==> config.mk <==
export PLATFORM = sky130hd
export DESIGN_NAME = gpio_data_in
export DESIGN_NICKNAME = d
export VERILOG_FILES = /design/src/rtl/gpio_data_in.sv
export SDC_FILE = /design/constraint.sdc
export NUM_CORES = 1
export LEC_CHECK = 0
export CAP_MARGIN = 0
export CORE_MARGIN = 2
export CORE_UTILIZATION = 46
export DETAILED_ROUTE_END_ITERATION = 16
export GPL_TIMING_DRIVEN = 0
export PLACE_DENSITY = 0.77
export SKIP_CTS_REPAIR_TIMING = 1
export SLEW_MARGIN = 20
export SYNTH_ARGS = -nofsm -noshare
export SYNTH_HDL_FRONTEND = slang
export SYNTH_SLANG_ARGS = --single-unit
==> constraint.sdc <==
create_clock -name clk -period 1.5 [get_ports clk]
set_input_delay 0.225 -clock clk [delete_from_list [all_inputs] [get_ports clk]]
set_output_delay 0.225 -clock clk [all_outputs]
set_load 0.1 [all_outputs]
==> src/rtl/gpio_data_in.sv <==
// GPIO input block: 2-flop synchroniser, per-bit debounce filter, sticky
// rise/fall event flags with write-1-to-clear, and a strobed snapshot read.
module gpio_data_in #(
  parameter int WIDTH           = 16,
  parameter int DEBOUNCE_CYCLES = 4
) (
  input  logic             clk,
  input  logic             reset,
  input  logic [WIDTH-1:0] gpio_pins,
  input  logic             read_enable,
  input  logic [WIDTH-1:0] rise_en,
  input  logic [WIDTH-1:0] fall_en,
  input  logic [WIDTH-1:0] irq_clear,
  output logic [WIDTH-1:0] data_out,
  output logic             data_valid,
  output logic [WIDTH-1:0] edge_status,
  output logic             irq
);
  localparam int CW = $clog2(DEBOUNCE_CYCLES + 1);
  localparam logic [CW-1:0] CNT_LAST = CW'(DEBOUNCE_CYCLES - 1);

  logic [WIDTH-1:0] sync1_reg;
  logic [WIDTH-1:0] sync2_reg;
  logic [WIDTH-1:0] filt_reg;
  logic [WIDTH-1:0] filt_next;
  logic [WIDTH-1:0] set_evt;
  logic [WIDTH-1:0] edge_reg;
  logic [WIDTH-1:0] edge_next;
  logic [WIDTH-1:0] data_reg;
  logic             valid_reg;

  always_ff @(posedge clk) begin
    if (!reset) begin
      sync1_reg <= '0;
      sync2_reg <= '0;
      filt_reg  <= '0;
    end else begin
      sync1_reg <= gpio_pins;
      sync2_reg <= sync1_reg;
      filt_reg  <= filt_next;
    end
  end

  // A bit only follows sync2 once it has disagreed for DEBOUNCE_CYCLES samples in a row.
  generate
    for (genvar gi = 0; gi < WIDTH; gi++) begin : g_bit
      logic [CW-1:0] cnt_reg;
      logic [CW-1:0] cnt_next;
      logic          differ;
      logic          at_last;

      assign differ        = sync2_reg[gi] ^ filt_reg[gi];
      assign at_last       = (cnt_reg == CNT_LAST);
      assign cnt_next      = (differ && !at_last) ? cnt_reg + CW'(1) : '0;
      assign filt_next[gi] = (differ && at_last) ? sync2_reg[gi] : filt_reg[gi];

      always_ff @(posedge clk) begin
        if (!reset) begin
          cnt_reg <= '0;
        end else begin
          cnt_reg <= cnt_next;
        end
      end
    end
  endgenerate

  // Set has priority over the clear strobe on the same bit.
  assign set_evt   = (filt_next & ~filt_reg & rise_en) | (~filt_next & filt_reg & fall_en);
  assign edge_next = set_evt | (edge_reg & ~irq_clear);

  always_ff @(posedge clk) begin
    if (!reset) begin
      edge_reg  <= '0;
      data_reg  <= '0;
      valid_reg <= 1'b0;
    end else begin
      edge_reg  <= edge_next;
      valid_reg <= read_enable;
      if (read_enable) begin
        data_reg <= filt_reg;
      end
    end
  end

  assign data_out    = data_reg;
  assign data_valid  = valid_reg;
  assign edge_status = edge_reg;
  assign irq         = |edge_reg;

endmodule

Word level (Yosys, flattened, before mapping)

Index checks and enable logic that the tools add are counted.

Logic and storage cells: 161
Register bits: 129

$add $sub $neg: 16
Eq/ne operators: 16
Reduce and logical (&&, ||, !) cells: 65
Mux-type cells: 16
Bitwise operators: 26

Operators with widths:

| operator            | number |
|---|---|
| $and 16x16->16      | 5 |
| $add 3x1->3 const B | 16 |
| $eq 3x2->1 const B  | 16 |
| $not 16->16         | 3 |
| $logic_and 1x1->1   | 32 |
| $or 16x16->16       | 2 |
| $reduce_and 2->1    | 16 |
| $logic_not 1->1     | 16 |
| $mux 1              | 16 |
| $reduce_or 16->1    | 1 |
| $xor 1x1->1         | 16 |

Longest topological paths before layout

Gate-level depths: netlist of the first run.

Word-level depth: 8
Gate-level depth with buffers: 5
Gate-level depth less buffers: 5

Worst setup path after synthesis of the first run

Ideal clock, no wire load.

Path kind: register to output
Start: reg edge_reg[2] (netlist: edge_status[2])
End: out irq
Required time: 1.275 ns
Arrival: 1.962 ns
Setup slack: -0.687 ns
Cell stages (with the launch flop): 3
Cell sequence: dfxtp_1 -> nor4_1 -> nand4_1

Cells in the longest elaborated chain, start to end: 1

Ends and longest elaborated chain:

| what                     | RTL line | RTL |
|---|---|---|
| start: declaration       | 27       | `logic [WIDTH-1:0] edge_reg;` |
| start signal: assignment | 77       | `edge_reg <= edge_next;` |
| $reduce_or 16->1         | 88       | `assign irq = \|edge_reg;` |
| end: declaration         | 17       | `output logic irq` |

Every way passes these cells.

Worst setup path after layout of the first run

Start: reg edge_reg[3] (netlist: edge_status[3])
End: out irq

The elaborated chain is that of the path after synthesis.

==> flow_summary_export.csv, run 1 <==
group,metric,value,unit
synthesis,synth_cells,467,
sta,rsz0062_at_grt,"yes",
synthesis,synth-seq-area-share,50.4,%
pwr,peakVddDrop,0.742,mV
setup_path,cp.arrival,1.62,ns
synthesis,syn-cell-area,5120,sq um
global_route,track_usage,19.3,%
place,post-place-ws,-0.807,ns
clock_network,root_buffer,"clkbuf_8",
pwr,powerDensity,1150,nW/um^2
synthesis,syn_avg_cell_area,11.0,sq um
sta,setup_ws,-0.347,ns
setup_path,reg2reg_depth,5,
setup_path,worstPathCellList,"nor4_4, nand4_1, buf_6",
place,placed_area,6340,sq um
sta,clock.fmax,542,MHz
route,via_count,3561,
setup_path,required,1.27,ns
setup_path,path_class,"register to primary output",
sta,whs,0.124,ns
final_layout,final_nets,687,
synthesis,synth_nets,566,
place,gp_congestion,0.725,
final_layout,final_cell_mix,"dfxtp_1, clkdlybuf4s50_1, inv_1, and2_1, mux2i_1",
global_route,grt_pass1_wl,17200,um
route,wl_per_cell,14.9,um
setup_path,worst_setup_path_end_kind,"primary output",
setup_path,cp_slowest_cell,"dfxtp_4",
route,drt_iter0_markers,97,
final_layout,area_delta_synth_final,38.1,%
die,die_h,110,um
die,fp-row-count,38,
sta,fin_crit_sh,123,%
route,drc,0,
clock_network,clockBufferDepth,2,
run_status,status,"finished, violations left",
sta,hold_violations,0,
die,ios,101,
clock_network,clk_latency,0.52,ns
synthesis,synth-seq-cells,129,
die,die_area,12000,sq um
clock_network,htreeDepth,4,
pwr,p_leak,2.95,nW
final_layout,largest_register_ffs,48,
min_path,hold_start,"read_enable",
setup_path,cp_max_fo,3,
min_path,hold_depth,3,
synthesis,synth.distinct_cells,26,
place,io_buffer_count,99,
run_status,violations,"negative setup slack",
setup_path,cp_num_buf_inv,1,
final_layout,fin_util,65.2,%
global_route,grt_max_degree,17,
synthesis,synth_warnings,0,
route,first_pass_iters,4,
setup_path,cp_top_family,"simple AND/OR/NAND/NOR gates",
min_path,worst_hold_path_type,"input pin to register",
final_layout,nFillCells,844,
setup_path,r2r_slack,0.05,ns
setup_path,r2r_end,"edge_status[6]$_SDFF_PN0_",
sta,setup_viol,2,
final_layout,finalInstanceArea,7070,sq um
setup_path,reg2reg_from,"g_bit[6].cnt_reg[0]$_SDFF_PN0_",
route,wirelength,11000,um
clock_network,cts_buffers,17,
final_layout,instances_no_fill,741,
min_path,hold_end,"data_out[15]$_SDFFE_PN0P_",
clock_network,clk_pin_slew_worst_paths,0.06,ns
sta,max_slew_margin,67.7,%
job,maxCapViolCount,0,
global_route,grt_pass1_vias,3637,
setup_path,max_stage_delay,0.35,ns
final_layout,layout.cells.most_common,"dfxtp_1",
setup_path,startpoint_type,"register",
place,dp.cells,706,
sta,skew,0.00459,ns
place,hpwl,7600,um
sta,slew_violations,0,
final_layout,drive_above_1_share,27.6,%
clock_network,cts_tree,"done",
die,initial_core_util,47.2,%
sta,min_period,1.85,ns
clock_network,clock-sinks,129,
global_route,antenna_found_initial,0,
sta,tightest_slew,0.488,ns
global_route,overflow,0,
die,die_x,110,um
route,ant_nets,0,
die,core_area,10800,sq um
route,via_per_inst,4.81,
final_layout,n_antenna_cell,0,
stage by stage:
step,power [mW],setup TNS [ns]
3_3_place_gp,3.95,-21.67
5_1_grt,8.39,-0.524
2_1_floorplan,3.72,-0.389
3_5_place_dp,3.96,-25.41
6_report,8.14,-0.375
4_1_cts,8.21,-25.78
worst max path at each step:
stage,start,endpoint,slack [ns],depth (start not counted)
2_1_floorplan,edge_status[15]$_SDFF_PN0_,irq,-0.39,2
5_1_grt,edge_status[3]$_SDFF_PN0_,irq,-0.40,3
3_5_place_dp,edge_status[11]$_SDFF_PN0_,irq,-0.81,3
3_3_place_gp,edge_status[11]$_SDFF_PN0_,irq,-0.82,3
6_report,edge_status[3]$_SDFF_PN0_,irq,-0.35,3
4_1_cts,edge_status[11]$_SDFF_PN0_,irq,-1.36,3
power breakdown:
group / total, mW / internal [mW] / switching, mW
clock: 4.26 / 2.82 / 1.44
combinational: 0.396 / 0.236 / 0.160
sequential: 3.49 / 3.46 / 0.0303
total: 8.14 / 6.52 / 1.63
synth_stat cells, drive strengths merged:
master / number / area (sq um)
a32o: 16 / 160
and2: 33 / 206
and2b: 7 / 52.6
buf: 9 / 77.6
clkbuf: 3 / 15.0
dfxtp: 129 / 2580
ha: 32 / 400
inv: 64 / 240
mux2i: 32 / 320
nand2: 10 / 37.5
nand3b: 16 / 264
nand4: 1 / 6.26
nand4b: 6 / 52.6
nor2: 48 / 255
nor2b: 25 / 166
nor4: 4 / 25.0
o21ai: 6 / 30.0
o32ai: 10 / 87.6
xor2: 16 / 140
routing by layer:
layer  vias to the layer above  global-route usage [%]  part of all wire (%)
met5                         -                       0                     0
met1                      1660                    21.3                    41
met4                         0                    7.14                   1.8
li1                       1786                       -                     -
met3                        18                    6.46                   6.1
met2                        97                    34.3                    51
cell families after synthesis:
family | synth area share [%]
AND/OR/NAND/NOR | 20.8
flip-flops | 50.4
buffers and inverters | 6.50
AO/OA/AOI/OAI | 5.43
multiplexers | 6.26
adder cells (fa/ha/maj) | 7.82
XOR/XNOR | 2.74
worst min-delay path, cell delays in order:
cell and delay (ns):
buf_4 0.19, mux2i_1 0.09, nor2b_1 0.09
cell type report:
| type | count | area, sq um | area share, % |
|---|---|---|---|
| multi-input combinational | 262 | 2370 | 33.6 |
| timing repair buffer | 102 | 927 | 13.1 |
| sequential | 129 | 2640 | 37.4 |
| inverter | 64 | 240 | 3.40 |
| tap | 140 | 175 | 2.48 |
| clock buffer | 22 | 463 | 6.55 |
| buffer | 12 | 92.6 | 1.31 |
| clock inverter | 10 | 156 | 2.21 |
Power figures use the tool's default switching activity.
==> inputs of run 2 (changes only) <==
Settings changed: CORE_MARGIN 2 to 4.
==> flow_summary_export.csv, run 2 (synthesis gave the netlist of run 1 again) <==
group,metric,value,unit
run_status,status,"finished, violations left",
run_status,violations,"negative setup slack",
global_route,grt_pass1_vias,3735,
pwr,powerDensity,1140,nW/um^2
global_route,grt_pass1_wl,17700,um
sta,min_period,1.87,ns
final_layout,finalInstanceArea,6970,sq um
pwr,peakVddDrop,0.762,mV
sta,setup_viol,2,
route,first_pass_iters,4,
route,wl_per_cell,14.8,um
die,initial_core_util,47.0,%
sta,rsz0062_at_grt,"yes",
sta,fin_crit_sh,125,%
clock_network,clk_latency,0.50,ns
setup_path,reg2reg_depth,5,
final_layout,final_cell_mix,"dfxtp_1, clkdlybuf4s50_1, inv_1, and2_1, mux2i_1",
final_layout,nFillCells,862,
final_layout,final_nets,684,
route,wirelength,10900,um
final_layout,drive_above_1_share,26.0,%
place,post-place-ws,-0.822,ns
final_layout,n_antenna_cell,0,
place,hpwl,7820,um
clock_network,clockBufferDepth,2,
place,io_buffer_count,99,
final_layout,largest_register_ffs,48,
final_layout,multiInputGateArea,2320,sq um
setup_path,critPathCapture,"irq",
setup_path,r2r_slack,0.06,ns
setup_path,r2r_end,"edge_status[13]$_SDFF_PN0_",
setup_path,cp.arrival,1.65,ns
pwr,power.total,7.96,mW
pwr,p_leak,2.93,nW
global_route,antenna_found_initial,0,
setup_path,required,1.27,ns
clock_network,clock-sinks,129,
die,die_h,114,um
place,placed_area,6340,sq um
die,die_area,12900,sq um
sta,hold_violations,0,
final_layout,final-seq-area,2640,sq um
setup_path,worstSetupStartpoint,"edge_status[14]$_SDFF_PN0_",
sta,slew_violations,0,
die,ios,101,
setup_path,startpoint_type,"register",
global_route,overflow,0,
place,dp.cells,706,
die,fp-row-count,38,
setup_path,cp_max_fo,3,
route,drt_iter0_markers,83,
sta,whs,0.133,ns
setup_path,reg2reg_from,"g_bit[13].cnt_reg[0]$_SDFF_PN0_",
die,core_area,10900,sq um
final_layout,instances_no_fill,737,
die,die_x,114,um
route,via_per_inst,4.80,
route,via_count,3536,
min_path,worst_hold_path_type,"input pin to register",
clock_network,cts_tree,"done",
sta,tns,-0.704,ns
final_layout,layout.cells.most_common,"dfxtp_1",
place,gp_congestion,0.790,
clock_network,htreeDepth,4,
route,ant_nets,0,
route,drc,0,
clock_network,cts_buffers,17,
global_route,track_usage,17.7,%
final_layout,area_delta_synth_final,36.2,%
final_layout,fin_util,64.0,%
clock_network,root_buffer,"clkbuf_8",
global_route,grt_max_degree,17,
sta,max_slew_margin,35.4,%
job,maxCapViolCount,0,
setup_path,worst_setup_path_end_kind,"primary output",
sta,setup_ws,-0.371,ns
sta,skew,0.00667,ns
sta,clock.fmax,534,MHz
clock_network,clk_pin_slew_worst_paths,0.06,ns
setup_path,path_class,"register to primary output",
sta,tightest_slew,0.967,ns
-- run 2: cell count changes in the layout (fill, tap and decap cells not counted), moves of 2 or more --
cell and change:
dfxtp_2 -2, dfxtp_1 +2, ha_4 -4, clkbuf_8 -2, buf_4 -3, ha_1 +3
-- run 2: area by class of cell --
cell class,count,share of cell area (%)
timing repair buffer,99,13.1
clock inverter,9,1.87
clock buffer,22,6.66
inverter,64,3.45
tap,140,2.51
buffer,12,1.33
sequential,129,37.9
multi-input combinational,262,33.2
-- run 2: worst max-delay path: stages (launching register included) --
cell     delay (ns)
dfxtp_4        0.36
nor4_2         0.36
nand4_1        0.19
buf_6          0.23
-- run 2: per-layer routing --
layer | wire length, um | GRT usage (%) | part of all wire [%]
met4 | 127 | 6.73 | 1.2
met5 | 0 | 0 | 0
met2 | 5640 | 31.8 | 52
met3 | 610 | 5.57 | 5.6
met1 | 4510 | 19.6 | 41
-- run 2: worst min path at each step --
stage                     slack, ns                             end  depth (start not counted)                      startpoint
after floorplan                0.35         sync1_reg[0]$_SDFF_PN0_                          1                    gpio_pins[0]
after global placement         0.40  g_bit[0].cnt_reg[0]$_SDFF_PN0_                          1  g_bit[0].cnt_reg[0]$_SDFF_PN0_
after detailed placement       0.41  g_bit[4].cnt_reg[0]$_SDFF_PN0_                          1  g_bit[4].cnt_reg[0]$_SDFF_PN0_
after CTS                      0.13        data_out[4]$_SDFFE_PN0P_                          3                     read_enable
after global routing           0.13        data_out[4]$_SDFFE_PN0P_                          3                     read_enable
final                          0.13        data_out[2]$_SDFFE_PN0P_                          3                     read_enable
-- run 2: power breakdown --
part / switching, mW / internal, mW / leakage [nW] / total, mW
clock network: 1.41 / 2.66 / 0.290 / 4.07
registers: 0.0293 / 3.46 / 1.06 / 3.49
logic: 0.159 / 0.234 / 1.58 / 0.393
